File: src/rtl/bwc_pkg.sv
// Shared definitions for the bank write controller: FSM state codes and the
// ASCII bytes that make up a command frame.
package bwc_pkg;

    typedef enum logic [2:0] {
        S_IDLE     = 3'd0,
        S_GOT_BANK = 3'd1,
        S_GOT_CMD  = 3'd2,
        S_DATA     = 3'd3,
        S_DONE     = 3'd4
    } state_e;

    // Plain-vector aliases of the state codes for the FSM register.
    localparam logic [2:0] ST_IDLE     = S_IDLE;
    localparam logic [2:0] ST_GOT_BANK = S_GOT_BANK;
    localparam logic [2:0] ST_GOT_CMD  = S_GOT_CMD;
    localparam logic [2:0] ST_DATA     = S_DATA;
    localparam logic [2:0] ST_DONE     = S_DONE;

    localparam logic [7:0] CMD_W      = 8'h77;
    localparam logic [7:0] CMD_LF     = 8'h0A;
    localparam logic [7:0] DIGIT_BASE = 8'h31;

    // Index width that stays legal (>= 1 bit) when only one item exists.
    function automatic int unsigned idx_w(input int unsigned n);
        return (n > 1) ? $clog2(n) : 1;
    endfunction

endpackage

File: src/rtl/bank_write_controller_if.sv
// UART byte input and bank write port of the bank write controller.
interface bank_write_controller_if #(
    parameter int unsigned DATA_W  = 8,
    parameter int unsigned ADDR_W  = 10,
    parameter int unsigned N_BANKS = 2
);
    logic [7:0]         byte_received;
    logic               rx_data_ready;
    logic [N_BANKS-1:0] en;
    logic               we;
    logic [ADDR_W-1:0]  addr;
    logic [DATA_W-1:0]  din;
    logic [2:0]         status;
    logic               busy;
    logic               done;
    logic               err;

    modport master (
        output byte_received, rx_data_ready,
        input  en, we, addr, din, status, busy, done, err
    );

    modport slave (
        input  byte_received, rx_data_ready,
        output en, we, addr, din, status, busy, done, err
    );
endinterface

File: src/rtl/bwc_byte_packer.sv
// Assembles little-endian bytes into DATA_W-bit words; the completed word is
// presented combinationally on the cycle its last byte arrives.
module bwc_byte_packer
    import bwc_pkg::*;
#(
    parameter int unsigned DATA_W = 8
) (
    input  logic              clk,
    input  logic              rst,
    input  logic              clear,
    input  logic              byte_valid,
    input  logic [7:0]        byte_in,
    output logic              word_complete,
    output logic [DATA_W-1:0] word
);
    localparam int unsigned LANES  = DATA_W / 8;
    localparam int unsigned LANE_W = idx_w(LANES);

    logic [LANE_W-1:0] lane_q, lane_d;
    logic [DATA_W-1:0] partial_q, partial_d;

    // The incoming byte is merged in directly so a full word needs no extra cycle.
    always_comb begin
        word = partial_q;
        word[8*int'(lane_q) +: 8] = byte_in;
    end

    assign word_complete = byte_valid && (32'(lane_q) == LANES - 1);

    always_comb begin
        lane_d    = lane_q;
        partial_d = partial_q;
        if (clear) begin
            lane_d = '0;
        end else if (byte_valid) begin
            partial_d = word;
            lane_d    = word_complete ? '0 : lane_q + 1'b1;
        end
    end

    // NOTE: state registers use non-blocking assignments so every flop samples
    // its pre-edge inputs regardless of block ordering.
    always_ff @(posedge clk or negedge rst) begin
        if (!rst) begin
            lane_q    <= '0;
            partial_q <= '0;
        end else begin
            lane_q    <= lane_d;
            partial_q <= partial_d;
        end
    end

endmodule

File: src/rtl/bank_write_controller.sv
// Parses "<digit> w LF" command frames from a UART byte stream and streams the
// following bytes as words into the selected bank, with an inter-byte timeout.
module bank_write_controller
    import bwc_pkg::*;
#(
    parameter int unsigned DATA_W      = 8,
    parameter int unsigned DEPTH       = 1024,
    parameter int unsigned N_BANKS     = 2,
    parameter int unsigned TIMEOUT_CYC = 65535
) (
    input  logic                    clk,
    input  logic                    rst,
    bank_write_controller_if.slave  bus
);
    localparam int unsigned ADDR_W = $clog2(DEPTH);
    localparam int unsigned BANK_W = idx_w(N_BANKS);
    localparam int unsigned CNT_W  = $clog2(TIMEOUT_CYC + 1);

    logic [2:0]         state_q, state_d;
    logic [BANK_W-1:0]  bank_q, bank_d;
    logic [ADDR_W-1:0]  waddr_q, waddr_d;
    logic [ADDR_W-1:0]  addr_q, addr_d;
    logic [DATA_W-1:0]  din_q, din_d;
    logic [N_BANKS-1:0] en_q, en_d;
    logic               done_q, done_d;
    logic               err_q, err_d;
    logic [CNT_W-1:0]   cnt_q, cnt_d;

    logic               rx;
    logic               digit_ok;
    logic               pack_valid;
    logic               pack_clear;
    logic               word_complete;
    logic [DATA_W-1:0]  word;

    assign rx         = bus.rx_data_ready;
    assign digit_ok   = (bus.byte_received >= DIGIT_BASE) &&
                        (32'(bus.byte_received) < 32'(DIGIT_BASE) + N_BANKS);
    assign pack_valid = (state_q == ST_DATA) && rx;
    assign pack_clear = (state_q == ST_GOT_CMD) && rx && (bus.byte_received == CMD_LF);

    bwc_byte_packer #(.DATA_W(DATA_W)) u_packer (
        .clk           (clk),
        .rst           (rst),
        .clear         (pack_clear),
        .byte_valid    (pack_valid),
        .byte_in       (bus.byte_received),
        .word_complete (word_complete),
        .word          (word)
    );

    always_comb begin
        // NOTE: every signal gets a default before the case so no path leaves
        // one unassigned, which would otherwise infer a latch.
        state_d = state_q;
        bank_d  = bank_q;
        waddr_d = waddr_q;
        addr_d  = addr_q;
        din_d   = din_q;
        en_d    = '0;
        done_d  = 1'b0;
        err_d   = 1'b0;
        cnt_d   = cnt_q;
        case (state_q)
            ST_IDLE: begin
                if (rx && digit_ok) begin
                    bank_d  = BANK_W'(bus.byte_received - DIGIT_BASE);
                    state_d = ST_GOT_BANK;
                end
            end
            ST_GOT_BANK: begin
                if (rx) begin
                    if (bus.byte_received == CMD_W) begin
                        state_d = ST_GOT_CMD;
                    end else begin
                        state_d = ST_IDLE;
                        err_d   = 1'b1;
                    end
                end
            end
            ST_GOT_CMD: begin
                if (rx) begin
                    if (bus.byte_received == CMD_LF) begin
                        state_d = ST_DATA;
                        waddr_d = '0;
                        cnt_d   = '0;
                    end else begin
                        state_d = ST_IDLE;
                        err_d   = 1'b1;
                    end
                end
            end
            ST_DATA: begin
                if (rx) begin
                    cnt_d = '0;
                    if (word_complete) begin
                        en_d    = N_BANKS'(1) << bank_q;
                        addr_d  = waddr_q;
                        din_d   = word;
                        waddr_d = waddr_q + 1'b1;
                        // Last word of the bank: finish rather than wrap.
                        if (&waddr_q) begin
                            state_d = ST_DONE;
                            done_d  = 1'b1;
                        end
                    end
                end else if (32'(cnt_q) >= TIMEOUT_CYC - 1) begin
                    state_d = ST_IDLE;
                    err_d   = 1'b1;
                end else if (cnt_q != '1) begin
                    cnt_d = cnt_q + 1'b1;
                end
            end
            ST_DONE: state_d = ST_IDLE;
            default: state_d = ST_IDLE;
        endcase
    end

    always_ff @(posedge clk or negedge rst) begin
        if (!rst) begin
            state_q <= ST_IDLE;
            bank_q  <= '0;
            waddr_q <= '0;
            addr_q  <= '0;
            din_q   <= '0;
            en_q    <= '0;
            done_q  <= 1'b0;
            err_q   <= 1'b0;
            cnt_q   <= '0;
        end else begin
            state_q <= state_d;
            bank_q  <= bank_d;
            waddr_q <= waddr_d;
            addr_q  <= addr_d;
            din_q   <= din_d;
            en_q    <= en_d;
            done_q  <= done_d;
            err_q   <= err_d;
            cnt_q   <= cnt_d;
        end
    end

    assign bus.en     = en_q;
    assign bus.we     = |en_q;
    assign bus.addr   = addr_q;
    assign bus.din    = din_q;
    assign bus.status = state_q;
    assign bus.busy   = (state_q != ST_IDLE);
    assign bus.done   = done_q;
    assign bus.err    = err_q;

endmodule

File: src/flat_wrapper.sv
// flat-port wrapper written by rule: the top's interface ports become plain ports
module bank_write_controller_flat import bwc_pkg::*;
#(
    parameter int unsigned DATA_W      = 8,
    parameter int unsigned DEPTH       = 1024,
    parameter int unsigned N_BANKS     = 2,
    parameter int unsigned TIMEOUT_CYC = 65535
)
  (clk, rst, bus_byte_received, bus_rx_data_ready, bus_en, bus_we, bus_addr, bus_din, bus_status, bus_busy, bus_done, bus_err);
  bank_write_controller_if #(.DATA_W(DATA_W), .N_BANKS(N_BANKS)) bus_i ();
  input  logic clk;
  input  logic rst;
  input wire logic [$bits(bus_i.byte_received)-1:0] bus_byte_received;
  input wire logic [$bits(bus_i.rx_data_ready)-1:0] bus_rx_data_ready;
  output wire logic [$bits(bus_i.en)-1:0] bus_en;
  output wire logic [$bits(bus_i.we)-1:0] bus_we;
  output wire logic [$bits(bus_i.addr)-1:0] bus_addr;
  output wire logic [$bits(bus_i.din)-1:0] bus_din;
  output wire logic [$bits(bus_i.status)-1:0] bus_status;
  output wire logic [$bits(bus_i.busy)-1:0] bus_busy;
  output wire logic [$bits(bus_i.done)-1:0] bus_done;
  output wire logic [$bits(bus_i.err)-1:0] bus_err;
  assign bus_i.byte_received = bus_byte_received;
  assign bus_i.rx_data_ready = bus_rx_data_ready;
  assign bus_en = bus_i.en;
  assign bus_we = bus_i.we;
  assign bus_addr = bus_i.addr;
  assign bus_din = bus_i.din;
  assign bus_status = bus_i.status;
  assign bus_busy = bus_i.busy;
  assign bus_done = bus_i.done;
  assign bus_err = bus_i.err;
  bank_write_controller #(.DATA_W(DATA_W), .DEPTH(DEPTH), .N_BANKS(N_BANKS), .TIMEOUT_CYC(TIMEOUT_CYC)) u_core (.clk(clk), .rst(rst), .bus(bus_i));
endmodule
File: config.mk
export PLATFORM = sky130hd
export DESIGN_NAME = bank_write_controller_flat
export DESIGN_NICKNAME = d
export VERILOG_FILES = /design/src/rtl/bwc_pkg.sv /design/src/rtl/bank_write_controller_if.sv /design/src/rtl/bwc_byte_packer.sv /design/src/rtl/bank_write_controller.sv /design/src/flat_wrapper.sv
export SDC_FILE = /design/constraint.sdc
export NUM_CORES = 1
export LEC_CHECK = 0
export CORE_MARGIN = 2
export CORE_UTILIZATION = 45
export CTS_BUF_LIST = sky130_fd_sc_hd__clkbuf_4 sky130_fd_sc_hd__clkbuf_8 sky130_fd_sc_hd__clkbuf_16
export CTS_CLUSTER_SIZE = 20
export DETAILED_ROUTE_END_ITERATION = 8
export PLACE_DENSITY = 0.68
export SYNTH_ARGS = -nofsm -noshare
export SYNTH_HDL_FRONTEND = slang
export SYNTH_SLANG_ARGS = --single-unit
File: constraint.sdc
create_clock -name clk -period 2 [get_ports clk]
set_input_delay 0.3 -clock clk [delete_from_list [all_inputs] [get_ports clk]]
set_output_delay 0.3 -clock clk [all_outputs]
set_load 0.02 [all_outputs]
# After elaboration in Yosys (flattened, before gate mapping)
# Cells that the tools add are included.
# W data, S select, Z words.
[word_totals]
wordCells = 98
ff_bits = 61
ram_bits = 0
n_memories = 0
mem_bits_ro = 0
latchBits = 0
[classes]
eq_ne = 17
magnitude_cmp = 3
reduce_logical = 18
shifts = 3
n_mul = 0
add_sub_neg = 5
mux = 39
bitwise_logic = 2
n_div = 0
[op_table]
columns = ["op", "n"]
rows = [
  ["$mux W16", 5],
  ["$mux W10", 4],
  ["$neg A4 Y33", 1],
  ["$shift A8 B33 Y8 const A", 1],
  ["$shiftx A8 B33 Y8", 1],
  ["$pmux W16 S2", 1],
  ["$mux W3", 7],
  ["$pmux W10 S2", 1],
  ["$add A16 B1 Y16 const B", 1],
  ["$ge A16 B16 Y1 const B", 1],
  ["$ne A16 B16 Y1 const B", 1],
  ["$ne A3 B3 Y1 const B", 5],
  ["$mux W1", 13],
  ["$pmux W3 S4", 1],
  ["$add A10 B1 Y10 const B", 1],
  ["$mux W2", 5],
  ["$ne A2 B2 Y1 const B", 5],
  ["$reduce_and A10 Y1", 1],
  ["$reduce_and A5 Y1", 2],
  ["$bwmux W8", 1],
  ["$eq A8 B4 Y1 const B", 1],
  ["$eq A8 B7 Y1 const B", 1],
  ["$ge A8 B6 Y1 const B", 1],
  ["$lt A8 B6 Y1 const B", 1],
  ["16 further kinds", 25],
]

# Longest topological paths before layout
[logic_depth]
ltp_word = 6
ltp_mapped = 7

# By module
# From an unflattened synthesis, not the netlist that was laid out.
[unflattened]
hier_cells = 293
hier_area_um2 = 3141.8
[modules_own_cells]
columns = ["module", "cells_per_inst", "n_inst", "area_per_inst_um2", "seq_area_each_um2"]
rows = [
  ["bank_write_controller", 264, 1, 2698.8, 1301.2],
  ["bwc_byte_packer", 29, 1, 442.9, 225.2],
]

# Worst setup path after synthesis
# Ideal clock, no wire load.
[synth_timing]
path_kind = "register to register"
from = "register u_core.state_q[2], in the netlist u_core.bus.status[2]"
to = "register u_core.cnt_q[1]"
arrival_time_ns = 1.926
slack_ns = -0.051
stages_incl_launch_ff = 7
path_buffers = 2
synth_period_minus_slack_ns = 2.051
path_cell_list = "dfrtp_1 -> clkbuf_4 -> nand3b_1 -> or4_4 -> buf_6 -> a22oi_4 -> mux2_4"
[synth_between]
elab_chain_len = 3
elab_cells_between_ends = 9
classes_between = "6 x eq/ne; 1 x mux; 2 x reduce/logical"
[synth_lines]
columns = ["item", "line", "source"]
rows = [
  ["from (decl)", "bank_write_controller.sv:19", "logic [2:0] state_q, state_d;"],
  ["from (signal assigned)", "bank_write_controller.sv:131", "state_q <= state_d;"],
  ["$eq A3 B2 Y1", "bank_write_controller.sv:64", "case (state_q)"],
  ["$ne A3 B3 Y1 (no source line), or another cell as far along", "n/a", ""],
  ["$reduce_and A5 Y1 (no source line)", "n/a", ""],
  ["to (signal assigned)", "bank_write_controller.sv:139", "cnt_q <= cnt_d;"],
  ["to (decl)", "bank_write_controller.sv:27", "logic [CNT_W-1:0] cnt_q, cnt_d;"],
]
# Parallel ways exist; a longest one is shown, timed or not.
# A chain may end at the register's enable or synchronous reset.

# Worst setup path after layout
[layout_timing]
from = "input bus_byte_received[2]"
to = "register u_core.cnt_q[1]"
[layout_between]
elab_chain_len = 3
[layout_lines]
columns = ["item", "line", "source"]
rows = [
  ["from (decl)", "flat_wrapper.sv:13", "input wire logic [$bits(bus_i.byte_received)-1:0] bus_byte_received;"],
  ["$eq A8 B4 Y1", "bank_write_controller.sv:83", "if (bus.byte_received == CMD_LF) begin"],
  ["$ne A2 B2 Y1 (no source line)", "n/a", ""],
  ["$reduce_and A5 Y1 (no source line)", "n/a", ""],
]
# No other way between the ends.

==> results.sh <==
export IMPL_yosysTopAreaCell="dfrtp_1"
export IMPL_synth_edf_count=0
export IMPL_dp_slack_ns=-0.2750
export IMPL_relSlewSlack=0.6564
export IMPL_num_rows=28
export IMPL_synth_fp_nets=331
export IMPL_die_area_um2=6887
export IMPL_clkTransAtPathRegs_ns=0.08
export IMPL_path_class="in -> reg"
export IMPL_dr_total_vias=2716
export IMPL_most_common_layout_cells="nand2_1 (69), dfrtp_1 (50), buf_4 (39)"
export IMPL_wl_um=7201
export IMPL_worst_setup_path_start_kind="input pin"
export IMPL_numCtsBuffers=5
export IMPL_synth_flop_cell="dfrtp_1"
export IMPL_die_w_um=82.99
export IMPL_arrival_ns=2.14
export IMPL_gp_congestion=0.9252
export IMPL_final_common_cell="nand2_1"
export IMPL_drtIter0Drc=215
export IMPL_ys_seq_elements=53
export IMPL_ys_seq_area_frac=0.4724
export IMPL_report_final_hold_viol_count=0
export IMPL_ff2ff_setup_slack_ns=0.10
export IMPL_synth_area_um2=2808
export IMPL_root_buffer="clkbuf_8"
export IMPL_async_flop_share=1.000
export IMPL_fmax_ghz=0.5117
export IMPL_dpl_cell_area_um2=3517
export IMPL_postSynthCellCount=317
export IMPL_slew_viol_final=0
export IMPL_cts_tree="built"
export IMPL_io_pins=38
export IMPL_power_density_nw_per_um2=1049
export IMPL_fin_total_pwr_w=0.003797
export IMPL_numPortBuffers=37
export IMPL_htreeDepth=2
export IMPL_wl_per_cell_um=15.69
export IMPL_finalNonFillerCells=459
export IMPL_vias_per_cell=5.917
export IMPL_insertedDiodeCount=0
export IMPL_hold_ws_ns=0.4773
export IMPL_outcome="finished, final reports clean"
export IMPL_drive_gt1_frac=0.1615
export IMPL_synth_warnings=0
export IMPL_grtUsageTotal=0.2148
export IMPL_synth_avg_cell_area_um2=8.857
export IMPL_clock_path_buffers=2
export IMPL_worst_pin_slew_ns=0.5154
export IMPL_grt_pass1_vias=2627
export IMPL_dp_cells=450
export IMPL_route_detailed_drc=0
export IMPL_synth_distinct_cells=51
export IMPL_post_route_period_util=0.9771
export IMPL_layout_nets=397
export IMPL_hp_class="reg -> reg"
export IMPL_post_dp_hpwl_um=5219
export IMPL_antenna_found_initial=0
export IMPL_fin_area_um2=3620
export IMPL_core_area_um2=5991
export IMPL_netlist_area_leader_share=0.4724
export IMPL_critPathLaunch="bus_byte_received[2]"
export IMPL_fin_crit_ns=1.954
export IMPL_initial_core_util=0.4687
export IMPL_overflow=0
export IMPL_cp_end_kind="register"
export IMPL_postRouteAntennaNets=0
export IMPL_r2r_start="u_core.cnt_q[0]$_DFFE_PN0P_"
export IMPL_syn_to_final_growth_pct=28.92
export IMPL_grt_max_degree=35
export IMPL_finalWorstSetupSlack_ns=0.04582
export IMPL_setup_viol=0
export IMPL_clock_skew_ns=0.01088
export IMPL_crit_required_ns=2.19
export IMPL_p_leak_nw=1.672
export IMPL_grt_pass1_wl_um=12390
export IMPL_netlist_top_cells_area="dfrtp_1 (47%), nand2_1 (9.2%), a31oi_1 (6.0%)"
export IMPL_clk_latency_ns=0.31
export IMPL_vdd_drop_max_mv=0.7929
export IMPL_first_pass_iters=5
export IMPL_rsz0062_at_grt="false"
export IMPL_die_y_um=82.99
export IMPL_holdCritStartpoint="u_core.bus.din[5]$_DFFE_PN0P_"
export IMPL_cts_setup_buffers=0
export IMPL_path_max_fanout=2
export IMPL_clock_sinks=53
export IMPL_cap_violations=0
-- logic make-up after synthesis --
kind of cell | Yosys count | share of synthesized area
xor+xnor | 1 | 0.003120
flops | 53 | 0.4724
mux | 1 | 0.005346
fa+ha+maj | 3 | 0.01337
compound gates | 74 | 0.1769
buf+inv | 24 | 0.03743
simple gates | 161 | 0.2914
-- state kept, by name (all words and copies together), names as in the netlist --
name,count
u_core.cnt_q,16
u_core.bus.addr,10
u_core.waddr_q,10
u_core.bus.din,8
u_core.bus.status,3
u_core.bus.en,2
u_core.bank_q,1
u_core.bus.done,1
u_core.bus.err,1
u_core.u_packer.lane_q,1
-- metal layers --
layer	wire [um]	global-route usage	share of wire
met1	3272	0.2963	0.45
met2	3490	0.3490	0.48
met3	315	0.03777	0.044
met4	123	0.06110	0.017
met5	0	0	0
-- final timing paths --
kind,depth (start not counted),endpoint
setup / recovery,5,u_core.cnt_q[1]$_DFFE_PN0P_
max in group asynchronous,3,u_core.bus.status[1]$_DFFE_PN0P_
min in group asynchronous,2,u_core.bus.din[2]$_DFFE_PN0P_
hold reg to reg,2,u_core.bus.din[5]$_DFFE_PN0P_
setup reg to reg,5,u_core.cnt_q[1]$_DFFE_PN0P_
hold / removal,2,u_core.bus.din[5]$_DFFE_PN0P_
-- worst max-delay path, cell delays in order --
cell,delay [ns]
clkdlybuf4s50_1,0.41
or3_1,0.37
or4_4,0.52
a22oi_4,0.22
mux2_4,0.31
-- synthesized netlist by cell type (all sizes together), types with 3 or more instances --
cell type	count
a21o	5
o21ai	10
nand4	9
and4	4
nand2	69
nor4	4
nor2	13
buf	7
nand3	19
nor3	11
and3	7
dfrtp	53
clkbuf	13
inv	4
or4	3
or3	4
ha	3
a31oi	27
nand2b	4
a21oi	12
-- what timing repair did --
action,CTS,global route
hold buffers,1,0
hold endpoints to repair,19,0
resized for setup,2,3
pin swaps,0,2
endpoints found under the setup margin,1,6
-- report_power, final --
part / internal [W] / leakage (nW) / switching [W]
Combinational: 0.000769 / 0.926 / 0.000877
Clock: 0.000257 / 0.0484 / 0.000336
Sequential: 0.00130 / 0.698 / 0.000253
-- cell type report --
type	instances	area (um2)
Clock buffer	6	76.32
Clock inverter	2	10.01
Fill cell	522	2371
Inverter	4	15.01
Multi-Input combinational cell	240	1388
Sequential cell	53	1330
Tap cell	75	93.84
Timing Repair Buffer	79	706.9
-- stage by stage --
step                      setup TNS [ns]  utilization
after floorplan                        0            -
after global placement            -2.922       0.5871
after detailed placement          -3.105       0.5871
after CTS                              0       0.6032
after global routing                   0       0.6042
final                                  0       0.6042
No activity file was read; power rests on OpenSTA's default activity.
